File: src/rtl/riscv_inst_cache.sv
// Direct-mapped instruction cache with one-cycle hit latency and full-line refill.
// A fetch address is captured on one edge and looked up combinationally in the next cycle.
// On a miss the whole line is fetched word by word from backing memory, starting at word 0.
// The DONE state then serves the requested word.
// Optional build macro ICACHE_STATS_EN adds 32-bit hit/miss lookup counters.
module riscv_inst_cache #(
    parameter int unsigned LINES = 16,
    parameter int unsigned WORDS = 4
) (
    input  logic        clk_i,
    input  logic        rst_i,
    input  logic [31:0] inst_cache_a_i,
    input  logic        inst_cache_ren_i,
    output logic [31:0] inst_cache_d_o,
    output logic        stall_o,
    input  logic        flush_i,
    output logic        mem_req_o,
    output logic [31:0] mem_addr_o,
    input  logic        mem_ack_i,
    input  logic [31:0] mem_data_i
`ifdef ICACHE_STATS_EN
    ,
    output logic [31:0] hit_count_o,
    output logic [31:0] miss_count_o
`endif
);

    localparam int unsigned OFF_W   = $clog2(WORDS);
    localparam int unsigned IDX_W   = $clog2(LINES);
    localparam int unsigned TAG_W   = 30 - OFF_W - IDX_W;
    localparam int unsigned TAG_LSB = 2 + OFF_W + IDX_W;

    typedef enum logic [1:0] {StIdle, StRefill, StDone} state_e;

    state_e             state_q;
    logic [31:0]        lookup_addr_q;
    logic               pending_q;
    logic [OFF_W-1:0]   cnt_q;
    logic [LINES-1:0]   valid_q;
    logic               flush_q;
    logic [31:0]        data_q;

    logic [TAG_W-1:0]   tag_mem  [LINES];
    logic [31:0]        data_mem [LINES*WORDS];

    logic [OFF_W-1:0]   offset;
    logic [IDX_W-1:0]   index;
    logic [TAG_W-1:0]   tag;
    logic               hit;
    logic               deliver;
    logic               mem_we;
    logic               ack_last;
    logic [31:0]        rd_word;
    logic               unused_addr;

    assign offset      = lookup_addr_q[OFF_W+1:2];
    assign index       = lookup_addr_q[OFF_W+2 +: IDX_W];
    assign tag         = lookup_addr_q[31:TAG_LSB];
    // Byte-offset bits are always zero for word-aligned fetches.
    assign unused_addr = ^lookup_addr_q[1:0];

    // Lookup, stall and memory-request decode from the captured address and state
    always_comb begin
        hit            = pending_q & valid_q[index] & (tag_mem[index] == tag);
        rd_word        = data_mem[{index, offset}];
        deliver        = ((state_q == StIdle) & hit) | (state_q == StDone);
        stall_o        = ((state_q == StIdle) & pending_q & ~hit) | (state_q == StRefill);
        inst_cache_d_o = deliver ? rd_word : data_q;
        mem_req_o      = (state_q == StRefill);
        mem_addr_o     = mem_req_o ? {tag, index, cnt_q, 2'b00} : 32'h0;
        mem_we         = (state_q == StRefill) & mem_ack_i;
        ack_last       = mem_we & (cnt_q == OFF_W'(WORDS - 1));
    end

    // Line storage; deliberately not reset, validity is tracked by valid_q
    always_ff @(posedge clk_i) begin
        if (mem_we) begin
            data_mem[{index, cnt_q}] <= mem_data_i;
        end
        if (ack_last) begin
            tag_mem[index] <= tag;
        end
    end

    // Control FSM, fetch capture, valid bits and last-delivered word
    always_ff @(posedge clk_i or posedge rst_i) begin
        if (rst_i) begin
            state_q       <= StIdle;
            lookup_addr_q <= '0;
            pending_q     <= 1'b0;
            cnt_q         <= '0;
            valid_q       <= '0;
            flush_q       <= 1'b0;
            data_q        <= '0;
        end else begin
            // A new fetch is accepted only when the pipeline is not held.
            if (!stall_o) begin
                if (inst_cache_ren_i) begin
                    lookup_addr_q <= inst_cache_a_i;
                    pending_q     <= 1'b1;
                end else begin
                    pending_q     <= 1'b0;
                end
            end
            if (deliver) begin
                data_q <= rd_word;
            end
            unique case (state_q)
                StIdle: begin
                    if (flush_i) begin
                        valid_q <= '0;
                    end
                    if (pending_q && !hit) begin
                        state_q <= StRefill;
                        cnt_q   <= '0;
                    end
                end
                StRefill: begin
                    // Flush is deferred so the refill in flight still serves its word.
                    if (flush_i) begin
                        flush_q <= 1'b1;
                    end
                    if (mem_ack_i) begin
                        cnt_q <= cnt_q + 1'b1;
                        if (ack_last) begin
                            valid_q[index] <= 1'b1;
                            state_q        <= StDone;
                        end
                    end
                end
                StDone: begin
                    if (flush_i || flush_q) begin
                        valid_q <= '0;
                    end
                    flush_q <= 1'b0;
                    state_q <= StIdle;
                end
                default: state_q <= StIdle;
            endcase
        end
    end

`ifdef ICACHE_STATS_EN
    logic [31:0] hit_cnt_q;
    logic [31:0] miss_cnt_q;

    // One count per lookup evaluated in IDLE with a pending fetch
    always_ff @(posedge clk_i or posedge rst_i) begin
        if (rst_i) begin
            hit_cnt_q  <= '0;
            miss_cnt_q <= '0;
        end else if (state_q == StIdle && pending_q) begin
            if (hit) begin
                hit_cnt_q  <= hit_cnt_q + 32'd1;
            end else begin
                miss_cnt_q <= miss_cnt_q + 32'd1;
            end
        end
    end

    assign hit_count_o  = hit_cnt_q;
    assign miss_count_o = miss_cnt_q;
`endif

endmodule

File: config.mk
export PLATFORM = sky130hd
export DESIGN_NAME = riscv_inst_cache
export DESIGN_NICKNAME = d
export VERILOG_FILES = /design/src/rtl/riscv_inst_cache.sv
export SDC_FILE = /design/constraint.sdc
export NUM_CORES = 2
export LEC_CHECK = 0
export ABC_AREA = 1
export CORE_ASPECT_RATIO = 2
export CORE_MARGIN = 5
export CORE_UTILIZATION = 55
export DETAILED_ROUTE_END_ITERATION = 7
export PLACE_DENSITY = 0.74
export SLEW_MARGIN = 20
export SYNTH_ARGS = -nofsm -noshare
export SYNTH_HDL_FRONTEND = slang
export SYNTH_SLANG_ARGS = --single-unit
export TNS_END_PERCENT = 50
File: constraint.sdc
create_clock -name clk_i -period 10.49 [get_ports clk_i]
set_clock_uncertainty 0.15 [all_clocks]
set_input_delay 1.049 -clock clk_i [delete_from_list [all_inputs] [get_ports clk_i]]
set_output_delay 1.049 -clock clk_i [all_outputs]
set_load 0.005 [all_outputs]
==> impl_metrics.py <==
metrics = {
    "status": {
        "status": "complete, no violations",
    },
    "placement": {
        "hpwl_um": 159000,
        "gp_congestion": 0.839,
        "io_buffer_count": 130,
        "dp.cells": 9809,
    },
    "logic_synthesis": {
        "synthesis.area_um2": 98400,
        "synth_area_per_cell_um2": 12.8,
        "ys_ff_latch": 2516,
        "yosysUniqueCellTypes": 34,
        "yosysWarningCount": 0,
        "synth_ff_type": "edfxtp_1",
        "yosysSeqAreaShare_pct": 76.4,
        "synth_edf_count": 2432,
        "syn_inst": 7697,
        "async_reset_ff_share_pct": 3.34,
    },
    "cts": {
        "postCtsSetupBuffers": 0,
        "clock_latency_ns": 0.81,
        "cts_root_buf": "clkbuf_16",
        "clk_pin_slew_ns": 0.07,
        "cts.sinks": 2516,
        "cts_resized": 0,
        "hold_buffers": 0,
        "cts_max_level": 4,
        "cts_buffers": 201,
        "clk_path_buf_depth": 4,
        "cts_tree": "done",
    },
    "sta": {
        "setup_viol": 0,
        "slew_viol_final": 0,
        "tightestPinTransition_ns": 1.13,
        "period_share_pct": 74.6,
        "tns_ns": 0,
        "period_needed_ns": 7.82,
        "slew_headroom_pct": 24.1,
        "rsz0062_at_grt": "false",
        "fmax_mhz": 128,
        "final-hold-violation-count": 0,
    },
    "route": {
        "wire_per_inst_um": 27.9,
        "viasPerCell": 6.43,
        "drt_iter0_drc": 8587,
        "firstDrtPassIters": 7,
        "routed-via-count": 65300,
        "ant_nets": 0,
        "postRouteWirelength_um": 284000,
        "drc": 0,
    },
    "grt": {
        "grt_usage_pct": 29.4,
        "grt-ovfl-total": 0,
        "antenna_found_initial": 11,
        "grt_pass1_vias": 64600,
        "grt_start_max_net_pins": 224,
        "grt_pass1_wl_um": 409000,
    },
    "power_and_ir_drop": {
        "worst_ir_drop_vdd_mv": 0.242,
        "power.leakage_nw": 36.2,
        "power.density_nw_per_um2": 262,
    },
    "layout": {
        "multi_input_area_um2": 21600,
        "ff_latch_area_um2": 75100,
        "nets": 7762,
        "fin_util_pct": 61.2,
        "final_common_cell": "edfxtp_1",
        "n_fill_cell": 12700,
        "finalNonFillerCells": 10200,
        "drive_gt1_share_pct": 7.55,
        "final_cell_mix": "edfxtp_1, nand2_1, nor2_1",
        "areaGrowthSynthToFinish_pct": 10.7,
    },
    "die": {
        "rows": 219,
        "fp.dieH_um": 608,
        "core-area_um2": 178000,
        "die_w_um": 309,
        "ioPinCount": 135,
        "die-area_um2": 188000,
        "start_util_pct": 55.2,
    },
    "worst_setup_path": {
        "critPathArrivalTime_ns": 6.62,
        "worstPathRequired_ns": 9.29,
        "crit_path_max_fanout": 75,
        "r2r_slack_ns": 4.98,
        "reg2reg_depth": 21,
        "worstReg2RegStart": "lookup_addr_q[4]",
        "start_kind": "register",
        "crit_type": "reg -> out",
        "crit_path_end_kind": "output port",
        "rr_endpoint": "data_q[28]",
    },
    "min_path": {
        "whs_endpoint": "data_q[27]",
        "hold_depth": 2,
        "worstHoldPathType": "reg -> reg",
        "hold_start": "data_q[27]",
    },
    "run": {
        "cap_violations": 0,
    },
}
-- state kept, by name (all words and copies together), names as in the netlist --
register,count
valid_q,16
flush_q,1
state_q,2
pending_q,1
lookup_addr_q,30
data_mem,2048
data_q,32
cnt_q,2
tag_mem,384
-- how the worst max path moves through the flow --
stage          cells after the start        startpoint            endpoint
2_1_floorplan                      5         mem_ack_i       tag_mem[1][0]
3_3_place_gp                      22  lookup_addr_q[4]  inst_cache_d_o[28]
3_5_place_dp                      22  lookup_addr_q[4]  inst_cache_d_o[28]
4_1_cts                           22  lookup_addr_q[4]  inst_cache_d_o[28]
5_1_grt                           22  lookup_addr_q[4]  inst_cache_d_o[28]
6_report                          22  lookup_addr_q[4]  inst_cache_d_o[28]
-- power breakdown --
part	switching [mW]	total (mW)	internal [mW]
combinational	6.62	9.02	2.40
sequential	0.394	12.0	11.6
clock	3.43	7.59	4.15
total	10.5	28.6	18.1
-- per-stage QoR --
| step | area, µm² | total power [mW] | hold slack [ns] | setup WS [ns] |
|---|---|---|---|---|
| after floorplan | 98400 | 17.4 | 0.313 | 6.43 |
| after global placement | 102000 | 20.7 | 0.313 | 3.73 |
| after detailed placement | 102000 | 20.9 | 0.317 | 3.64 |
| after CTS | 109000 | 28.4 | 0.337 | 2.75 |
| after global routing | 109000 | 29.7 | 0.344 | 2.44 |
| final | 109000 | 28.6 | 0.329 | 2.67 |
-- cells in the mapped netlist (50+ instances only) --
cell	instances	area (µm²)
edfxtp_1	2432	73000
nand2_1	1424	5350
nor2_1	1216	4560
o21ai_0	1079	5400
o22ai_1	508	3180
clkbuf_1	401	1510
nand3_1	92	460
dfrtp_1	84	2100
nand4_1	76	475
buf_2	64	320
a21oi_1	61	305
inv_1	52	195
a22o_1	50	438
-- routing by layer --
layer	up-vias	share of wire [%]	wire, µm	track usage, %
met2	4405	49	139000	49.3
met5	-	0.020	58	0
met3	1221	10	28400	4.79
met4	10	9.3	26400	22.1
met1	31700	32	89400	33.8
li1	28000	-	-	-
-- kinds of logic (layout without fill, tap and decap cells) --
kind of cell / after synthesis / count (layout) / share of synthesized area, %
simple gates: 2839 / 2839 / 11.2
compound gates: 1781 / 1781 / 10.2
fa+ha+maj: 1 / 1 / 0.0127
flops: 2516 / 2516 / 76.4
buf+inv: 559 / 704 / 2.26
other cells: 1 / 5 / 0.00381
-- worst max-delay path: stages, from the launching register on --
cell and delay (ns):
dfrtp_4 0.48, buf_4 0.31, inv_4 0.70, buf_4 0.68, nand2_1 0.13, nand2_1 0.09
nand2_1 0.05, nand2_1 0.12, nand2_1 0.07, nand2_1 0.15, nor2_1 0.06, nand2_1 0.06
nand2_1 0.08, nor2_1 0.11, nand3_1 0.22, nor2_1 0.16, nand2_1 0.11, nand2_1 0.09
nand2_2 0.11, inv_2 0.55, o21ai_0 0.39, nand2_1 0.26, clkdlybuf4s50_1 0.54
-- area by class of cell --
class                   instances  area share (%)
diodes                          3         0.00689
clock buffers                 239            4.93
clock inverters               115            1.03
inverters                      61           0.238
multi-input cells            4623            19.9
flip-flops and latches       2516            69.0
well taps                    2320            2.66
repair buffers                289            2.31
No activity file was read; power rests on OpenSTA's default activity.
